**src/rtl/dmem_arb_pkg.sv**
```systemverilog
// Shared types and defaults for the data-memory arbiter.
package dmem_arb_pkg;

    localparam int unsigned DefaultAw = 6;
    localparam int unsigned DefaultDw = 32;
    localparam int unsigned CntW      = 4;

    typedef enum logic [1:0] {
        StIdle = 2'd0,
        StPend = 2'd1,
        StAck  = 2'd2
    } arb_state_e;

endpackage

```
**src/rtl/dmem_arb_starve_ctr.sv**
```systemverilog
// Starvation guard: counts denied pending cycles and raises a one-cycle pipeline hold.
module dmem_arb_starve_ctr
    import dmem_arb_pkg::*;
#(
    parameter int unsigned STARVE_MAX = 4
) (
    input  logic clk,
    input  logic reset,
    input  logic clr,
    input  logic pend_denied,
    output logic cpu_hold
);

    localparam logic [CntW-1:0] CntLast = CntW'(STARVE_MAX - 1);
    localparam logic [CntW-1:0] CntSat  = '1;

    logic [CntW-1:0] cnt_q, cnt_d;
    logic            hold_q, hold_d;

    always_comb begin
        cnt_d = cnt_q;
        if (clr) begin
            cnt_d = '0;
        end else if (pend_denied && (cnt_q != CntSat)) begin
            cnt_d = cnt_q + 1'b1;
        end
        // Never hold two cycles in a row.
        hold_d = pend_denied & (cnt_q == CntLast) & ~hold_q;
    end

    always_ff @(posedge clk or negedge reset) begin
        if (!reset) begin
            cnt_q  <= '0;
            hold_q <= 1'b0;
        end else begin
            cnt_q  <= cnt_d;
            hold_q <= hold_d;
        end
    end

    assign cpu_hold = hold_q;

endmodule

```
**src/rtl/dmem_arbiter.sv**
```systemverilog
// Data RAM arbiter: MEM stage has priority, debug port uses req/ack.
// Optional starvation guard enabled by defining DMEM_ARB_STARVE_EN.
module dmem_arbiter
    import dmem_arb_pkg::*;
#(
    parameter int unsigned AW         = DefaultAw,
    parameter int unsigned DW         = DefaultDw,
    parameter int unsigned STARVE_MAX = 4
) (
    input  logic          clk,
    input  logic          reset,
    input  logic          cpu_re,
    input  logic          cpu_we,
    input  logic [AW-1:0] cpu_addr,
    input  logic [DW-1:0] cpu_wdata,
    output logic [DW-1:0] cpu_rdata,
    output logic          cpu_hold,
    input  logic          dbg_req,
    input  logic          dbg_we,
    input  logic [AW-1:0] dbg_addr,
    input  logic [DW-1:0] dbg_wdata,
    output logic          dbg_ack,
    output logic [DW-1:0] dbg_rdata,
    output logic [AW-1:0] ram_addr,
    output logic          ram_we,
    output logic [DW-1:0] ram_wdata,
    input  logic [DW-1:0] ram_rdata
);

    arb_state_e    state_q, state_d;
    logic [DW-1:0] dbg_rdata_q, dbg_rdata_d;
    logic          cpu_act, can_grant, grant, hold;

    assign cpu_act   = cpu_re | cpu_we;
    assign can_grant = dbg_req & ((state_q == StIdle) | (state_q == StPend));

`ifdef DMEM_ARB_STARVE_EN
    logic cnt_clr, pend_denied;

    // A hold cycle frees the RAM for the debug port; the pipeline replays next cycle.
    assign grant       = can_grant & (~cpu_act | hold);
    assign cnt_clr     = (state_q == StIdle) | grant;
    assign pend_denied = (state_q == StPend) & ~grant;

    dmem_arb_starve_ctr #(
        .STARVE_MAX(STARVE_MAX)
    ) u_starve_ctr (
        .clk        (clk),
        .reset      (reset),
        .clr        (cnt_clr),
        .pend_denied(pend_denied),
        .cpu_hold   (hold)
    );
`else
    logic unused_starve_max;

    assign grant             = can_grant & ~cpu_act;
    assign hold              = 1'b0;
    assign unused_starve_max = ^CntW'(STARVE_MAX);
`endif

    always_comb begin
        state_d     = state_q;
        dbg_rdata_d = dbg_rdata_q;
        if (grant) begin
            dbg_rdata_d = dbg_we ? dbg_wdata : ram_rdata;
        end
        unique case (state_q)
            StIdle: begin
                if (grant) begin
                    state_d = StAck;
                end else if (dbg_req) begin
                    state_d = StPend;
                end
            end
            StPend: begin
                if (grant) begin
                    state_d = StAck;
                end
            end
            StAck:   state_d = StIdle;
            default: state_d = StIdle;
        endcase
    end

    always_comb begin
        if (grant) begin
            ram_addr  = dbg_addr;
            ram_we    = dbg_we;
            ram_wdata = dbg_wdata;
        end else begin
            ram_addr  = cpu_addr;
            ram_we    = cpu_we;
            ram_wdata = cpu_wdata;
        end
    end

    always_ff @(posedge clk or negedge reset) begin
        if (!reset) begin
            state_q     <= StIdle;
            dbg_rdata_q <= '0;
        end else begin
            state_q     <= state_d;
            dbg_rdata_q <= dbg_rdata_d;
        end
    end

    assign cpu_rdata = ram_rdata;
    assign cpu_hold  = hold;
    assign dbg_ack   = (state_q == StAck);
    assign dbg_rdata = dbg_rdata_q;

endmodule

```
**config.mk**
```make
export PLATFORM = sky130hd
export DESIGN_NAME = dmem_arbiter
export DESIGN_NICKNAME = d
export VERILOG_FILES = /design/src/rtl/dmem_arb_pkg.sv /design/src/rtl/dmem_arb_starve_ctr.sv /design/src/rtl/dmem_arbiter.sv
export SDC_FILE = /design/constraint.sdc
export NUM_CORES = 1
export LEC_CHECK = 0
export ABC_AREA = 1
export BUFFER_PORTS_ARGS = -buffer_cell sky130_fd_sc_hd__buf_2
export CORE_ASPECT_RATIO = 0.8
export CORE_UTILIZATION = 35
export DETAILED_ROUTE_END_ITERATION = 7
export PLACE_DENSITY_LB_ADDON = 0.2
export SLEW_MARGIN = 20
export SYNTH_ARGS = -nofsm -noshare
export SYNTH_HDL_FRONTEND = slang
export SYNTH_HIERARCHICAL = 1
export SYNTH_SLANG_ARGS = --single-unit
```
**constraint.sdc**
```tcl
create_clock -name clk -period 1.1 [get_ports clk]
set_input_delay 0.22 -clock clk [delete_from_list [all_inputs] [get_ports clk]]
set_output_delay 0.22 -clock clk [all_outputs]
set_load 0.01 [all_outputs]
```
==> out/qor.yml, run 1 <==
grt:
  grt_pass1_wl_um: 13900
  grt_pass1_vias: 2880
  grt.overflow.total: 0
  grt_usage: 0.228
  grt_max_degree: 35
  antenna_found_initial: 0
min_path:
  hp-start: "ram_rdata[24]"
  min_path_cells: 5
  min_to: "dbg_rdata[24]$_DFFE_PN0P_"
  hold_class: "in -> reg"
cells_and_area:
  multiInputGateArea_um2: 1340
  nets: 728
  nFillCells: 696
  area_growth_pct: 56.6
  layout-drive-gt1-share: 0.473
  layout.cells.non_filler: 702
  diodes: 0
  design_area_um2: 3970
  regArea_um2: 851
routing:
  wl_per_cell_um: 12.5
  drc: 0
  firstDrtPassIters: 4
  detail_route.vias_per_cell: 4.50
  num_vias: 3159
  drt_iter0_drc: 111
  routed_wirelength_um: 8790
  postRouteAntennaNets: 0
timing:
  finalWorstSetupSlack_ps: -508
  finClkSkew_ps: 5.20
  hold_violations: 0
  min_period_ps: 1610
  period_share: 1.46
  clock.fmax_ghz: 0.622
  slew_viol_final: 0
  rsz0062_at_grt: "yes"
  setup_viol: 74
pwr:
  switching_share: 0.347
  total_power_w: 0.00416
  p_int_w: 0.00272
  ir_drop_mv: 0.467
  seqPwrFrac: 0.384
  powerDensity_nw_per_um2: 1050
  power.share.clock: 0.229
  switchingPower_w: 0.00144
  power_frac_comb: 0.388
  power.leakage_nw: 2.51
synth:
  synth_commonest_cells: "273 x nand2_1, 42 x buf_4, 38 x nand3_1"
  ys_warn_count: 6
  synth_top_family_by_area: "simple AND/OR/NAND/NOR gates"
  syn_inst: 415
  ys_top_cells_by_area: "nand2_1 40%, dfrtp_1 34%, buf_4 12%, nand3_1 7.5%, buf_2 2.6%"
  syn_area_per_cell_um2: 6.11
  synth_simple_gate_area_frac: 0.492
  ys.flop_type: "dfrtp_1"
  netlist_area_um2: 2530
  synth.most_common_cell: "nand2_1"
  synth_async_sr_flop_share: 1.00
  synth_xor_area_frac: 0
  yosysUniqueCellTypes: 14
  yosysSeqAreaShare: 0.336
  synth.area.mux_share: 0
  synth_top_area_share: 0.404
  synthesis.nets: 529
  synth_fa_ha_area_frac: 0
  synth-edff-count: 0
  yosys_register_bits: 34
  synth.largest_area_cell: "nand2_1"
  synth-compound-area-share: 0.00197
place:
  hpwlAfterDp_um: 6590
  portBuffers: 217
  place_congestion: 0.839
  placed_cell_area_um2: 3600
  place_inst: 683
setup_path:
  timing.rr.start: "state_q[1]$_DFFE_PN0P_"
  end_kind: "output pin"
  regToRegEndpoint: "dbg_rdata[1]$_DFFE_PN0P_"
  arrival_ps: 1390
  cp.required_ps: 880
  r2r_slack_ps: -220
  crit_type: "reg -> out"
  critPathLaunchType: "register"
  critPathMaxFanout: 32
  reg2reg_depth: 9
run_status:
  violations: "negative setup slack"
  status: "finished, violations left"
clock_network:
  cts_tree: "done"
  clk_pin_slew_ps: 70
  root_buffer: "clkbuf_8"
  clk_latency_ps: 280
  cts-buffers-inserted: 5
  h-tree-depth: 2
  cts_sinks: 34
  cts.path.max_buffers: 2
floorplanning:
  num_rows: 27
  die-area_um2: 7590
  start_util: 0.364
  io_pins: 219
  core_area_um2: 6960
  die_h_um: 78.1
  die_w_um: 97.2
job:
  cap_violations: 0
[what timing repair did]
action | 4_1_cts | 5_1_grt
endpoints found under the setup margin | 73 | 74
pin swaps | 1 | 2
hold buffers | 1 | 0
buffers inserted | 7 | 0
endpoints found under the hold margin | 34 | 0
gates resized for setup | 18 | 4
gates cloned | 4 | 0
[worst max-delay path by stage]
stage,slack (ps),cells past startpoint,to,start
6_report,-510,6,ram_addr[1],state_q[1]$_DFFE_PN0P_
5_1_grt,-590,6,ram_wdata[30],state_q[1]$_DFFE_PN0P_
4_1_cts,-500,6,ram_addr[0],state_q[1]$_DFFE_PN0P_
3_5_place_dp,-220,5,ram_wdata[7],state_q[1]$_DFFE_PN0P_
3_3_place_gp,-220,7,ram_wdata[7],dbg_req
2_1_floorplan,-50,5,ram_addr[0],state_q[1]$_DFFE_PN0P_
[cell families after synthesis]
logic type             Yosys count
and+or+nand+nor                316
buffers and inverters           63
DFF                             34
AOI/OAI and AO/OA                1
other                            1
[state kept, by name, summed over array words and instances (netlist names)]
name	count
dbg_rdata	32
state_q	2
[worst max-delay path, stage by stage (launching register included)]
cell	delay, ps
dfrtp_1	410
nor2_4	130
nand2_2	110
buf_12	180
nand2_1	90
nand2_2	50
buf_2	130
[cell type report]
type | instances | share of cell area
Clock inverter | 1 | 0.00126
Tap cell | 87 | 0.0274
Inverter | 5 | 0.00536
Timing Repair Buffer | 250 | 0.392
Clock buffer | 7 | 0.0218
Sequential cell | 34 | 0.214
Multi-Input combinational cell | 318 | 0.338
[power groups by stage]
stage,clock [W],combinational [W],sequential (W)
2_1_floorplan,0,0.000731,0.00171
3_3_place_gp,0,0.00151,0.00160
3_5_place_dp,0,0.00153,0.00161
4_1_cts,0.000988,0.00163,0.00159
5_1_grt,0.00105,0.00178,0.00162
6_report,0.000951,0.00161,0.00159
[through the flow]
| step | setup WS [ps] | hold WS [ps] | TNS (ps) | utilization |
|---|---|---|---|---|
| floorplan | -52.5 | -75.6 | -1450 | - |
| global placement | -221 | 201 | -8820 | 0.518 |
| global route | -592 | 251 | -31370 | 0.570 |
| CTS | -497 | 228 | -27150 | 0.571 |
| finish | -508 | 231 | -25430 | 0.570 |
| detailed placement | -224 | 195 | -9320 | 0.518 |
[layout by cell type, fill, tap and decap left out]
cell	instances
inv_1	4
o21ai_0	1
buf_4	15
clkbuf_1	1
inv_4	1
conb_1	1
nor2_1	2
nor2_4	3
clkbuf_8	6
dlygate4sd3_1	1
nand2_2	31
buf_8	1
nand2_1	242
buf_16	4
nand3_1	38
buf_12	9
buf_2	216
clkinv_2	1
buf_6	4
dfrtp_1	34
[layer usage]
metal,part of all wire,global-route usage
met5,0,0
met4,0.0099,0.0522
met3,0.060,0.0347
met1,0.45,0.292
met2,0.48,0.404
(Power assumes the default switching activity.)
==> inputs of run 2 (changes only) <==
- BUFFER_PORTS_ARGS: -buffer_cell sky130_fd_sc_hd__buf_2 -> -buffer_cell sky130_fd_sc_hd__buf_4
- CORE_UTILIZATION: 35 -> 34
==> run 2 against run 1 <==
  * The flow finishes with violations (design-rule violations, negative setup slack)
  * Sequential power about the same
  * Global-route usage increased by 0.54 points
  * Power increased by 13%
  * Utilization increased by 7.5 points
  * Cell area increased by 15%
  * Die area increased by 2.9%
  * Wire length increased by 7.2%
  * Cell count decreased by 0.43%
  * Non-clock buffer count decreased by 3
  * Critical path type unchanged
  * Critical endpoint is now ram_addr[4]
  * Largest power group unchanged
==> out/qor.yml, run 2 (synthesis results as in run 1) <==
job:
  cap_violations: 0  # unchanged
setup_path:
  crit_type: "reg -> out"  # unchanged
  timing.rr.start: "state_q[1]$_DFFE_PN0P_"  # unchanged
  path_delay_family: "simple AND/OR/NAND/NOR gates"  # was flip-flops
  end_kind: "output pin"  # unchanged
  reg2reg_depth: 11  # was 9
  critPathLaunchType: "register"  # unchanged
  cp-startpoint: "state_q[1]$_DFFE_PN0P_"  # unchanged
  crit_slowest_cell: "dfrtp_1"  # unchanged
  worstPathCellList: "nor2_4, nand2_4, buf_12, nand2_1, nand2_2, buf_4"  # was nor2_4, nand2_2, buf_12, nand2_1, nand2_2, buf_2
  regToRegEndpoint: "dbg_rdata[30]$_DFFE_PN0P_"  # was dbg_rdata[1]$_DFFE_PN0P_
  arrival_ps: 1440  # was 1390 ps
  critPathMaxFanout: 23  # was 32
  critPathMaxStageDelay_ps: 420  # was 410 ps
  cp.required_ps: 880  # about the same
  critPathBufInv: 2  # unchanged
  r2r_slack_ps: -490  # was -220 ps
timing:
  finClkSkew_ps: 3.11  # was 5.20 ps
  finalWorstSetupSlack_ps: -563  # was -508 ps
  slew_viol_final: 0  # unchanged
  period_share: 1.51  # was 1.46
  min_period_ps: 1660  # was 1610 ps
  clock.fmax_ghz: 0.601  # was 0.622 GHz
  setup_viol: 74  # unchanged
  hold_violations: 0  # unchanged
  rsz0062_at_grt: "yes"  # unchanged
grt:
  grt_pass1_vias: 2962  # was 2880
  grt.overflow.total: 0  # unchanged
  grt_max_degree: 35  # unchanged
  grt_usage: 0.233  # was 0.228
  grt_pass1_wl_um: 14300  # was 13900 um
  antenna_found_initial: 0  # unchanged
routing:
  wl_met1_um: 3930  # was 3920 um
  detail_route.vias_per_cell: 4.62  # was 4.50
  routed_wirelength_um: 9430  # was 8790 um
  drc: 14  # was 0
  wl_met2_um: 4820  # was 4260 um
  dr.max_layer_used: "met4"  # unchanged
  drt_iter0_drc: 158  # was 111
  postRouteAntennaNets: 0  # unchanged
  wl_per_cell_um: 13.5  # was 12.5 um
  firstDrtPassIters: 6  # was 4
  met3_length_um: 563  # was 523 um
  num_vias: 3230  # was 3159
pwr:
  powerDensity_nw_per_um2: 1030  # was 1050 nW/um2
  power.leakage_nw: 2.69  # was 2.51 nW
  ir_drop_mv: 0.640  # was 0.467 mV
clock_network:
  cts_sinks: 34  # unchanged
  h-tree-depth: 2  # unchanged
  clk_pin_slew_ps: 70  # about the same
  clk_latency_ps: 280  # about the same
  cts_tree: "done"  # unchanged
  cts-buffers-inserted: 5  # unchanged
  root_buffer: "clkbuf_8"  # unchanged
  cts.path.max_buffers: 2  # unchanged
min_path:
  hp-start: "dbg_wdata[28]"  # was ram_rdata[24]
  hold_class: "in -> reg"  # unchanged
  min_to: "dbg_rdata[28]$_DFFE_PN0P_"  # was dbg_rdata[24]$_DFFE_PN0P_
  min_path_cells: 5  # unchanged
floorplanning:
  die_w_um: 98.5  # was 97.2 um
  start_util: 0.359  # was 0.364
  num_rows: 27  # unchanged
  core_area_um2: 7060  # was 6960 um2
  io_pins: 219  # unchanged
  die-area_um2: 7810  # was 7590 um2
  die_h_um: 79.2  # was 78.1 um
cells_and_area:
  largest_reg_flops: 32  # unchanged
  design_area_um2: 4550  # was 3970 um2
  nets: 725  # was 728
  final_common_cell: "nand2_1"  # unchanged
  layout-drive-gt1-share: 0.489  # was 0.473
  final_cell_mix: "231 x nand2_1, 228 x buf_4, 40 x nand2_2"  # was 242 x nand2_1, 216 x buf_2, 38 x nand3_1
  diodes: 0  # unchanged
  area_growth_pct: 79.6  # was 56.6%
run_status:
  status: "finished, violations left"  # unchanged
  violations: "design-rule violations, negative setup slack"  # was negative setup slack
place:
  placed_cell_area_um2: 4160  # was 3600 um2
  place_congestion: 0.868  # was 0.839
  dp_slack_ps: -246  # was -224 ps
  hpwlAfterDp_um: 6940  # was 6590 um
  portBuffers: 217  # unchanged
## run 2: cell types whose count changed in the layout (fill, tap and decap cells not counted), sizes merged
| cell | before | now |
|---|---|---|
| bufinv | 0 | 1 |
| buf | 249 | 243 |
| bufbuf | 0 | 3 |
| clkinv | 1 | 0 |
## run 2: worst max-delay path by stage
stage / depth (start not counted) / slack, ps / endpoint
floorplan: 5 / -50 / ram_addr[0]
global placement: 7 / -230 / ram_wdata[30]
detailed placement: 6 / -250 / ram_addr[5]
CTS: 6 / -550 / ram_wdata[29]
global route: 6 / -640 / ram_wdata[29]
finish: 6 / -560 / ram_addr[4]
## run 2: worst register-to-register path, cell delays in order, from the launching register on
cell and delay [ps]:
dfrtp_1 420, buf_4 150, buf_6 110, inv_4 50
nand2_4 50, nor2_4 90, buf_6 120, buf_12 110
buf_12 100, bufbuf_16 250, nand2_1 50, nand2_1 50
## run 2: area by class of cell
| class | instances | area [um2] |
|---|---|---|
| inverter | 5 | 21.3 |
| multi-input combinational | 318 | 1380 |
| fill | 651 | 2510 |
| clock inverter | 1 | 30.0 |
| timing repair buffer | 247 | 2080 |
| tap | 87 | 109 |
| sequential | 34 | 851 |
| clock buffer | 7 | 76.3 |
## run 2: metal layers
layer / vias to the layer above / global-route usage
met4: 0 / 0.0552
li1: 1622 / -
met1: 1458 / 0.282
met2: 137 / 0.428
met3: 13 / 0.0449
met5: - / 0
## run 2: timing repair
item                       CTS  global route
hold endpoints to repair    34             0
setup endpoints to repair   74            74
gates cloned                 4             0
hold buffers                 1             0
gates resized for setup     14            16
pin swaps                    1             3
setup buffers                5             1
## run 2: report_power, final
part           total [W]  switching [W]  internal, W
Combinational    0.00198       0.000914      0.00107
Clock            0.00111       0.000435     0.000678
Sequential       0.00160       0.000129      0.00147
Total            0.00469        0.00148      0.00321
## run 2: per-stage QoR
stage / hold WS (ps) / setup TNS (ps) / instances / utilization / power [W]
6_report: 234 / -33210 / 699 / 0.645 / 0.00469
5_1_grt: 236 / -38020 / 699 / 0.645 / 0.00497
4_1_cts: 226 / -33520 / 699 / 0.639 / 0.00472
3_5_place_dp: 196 / -13850 / 681 / 0.589 / 0.00350
3_3_place_gp: 194 / -12230 / 681 / 0.589 / 0.00347
2_1_floorplan: -75.6 / -1450 / 415 / - / 0.00244
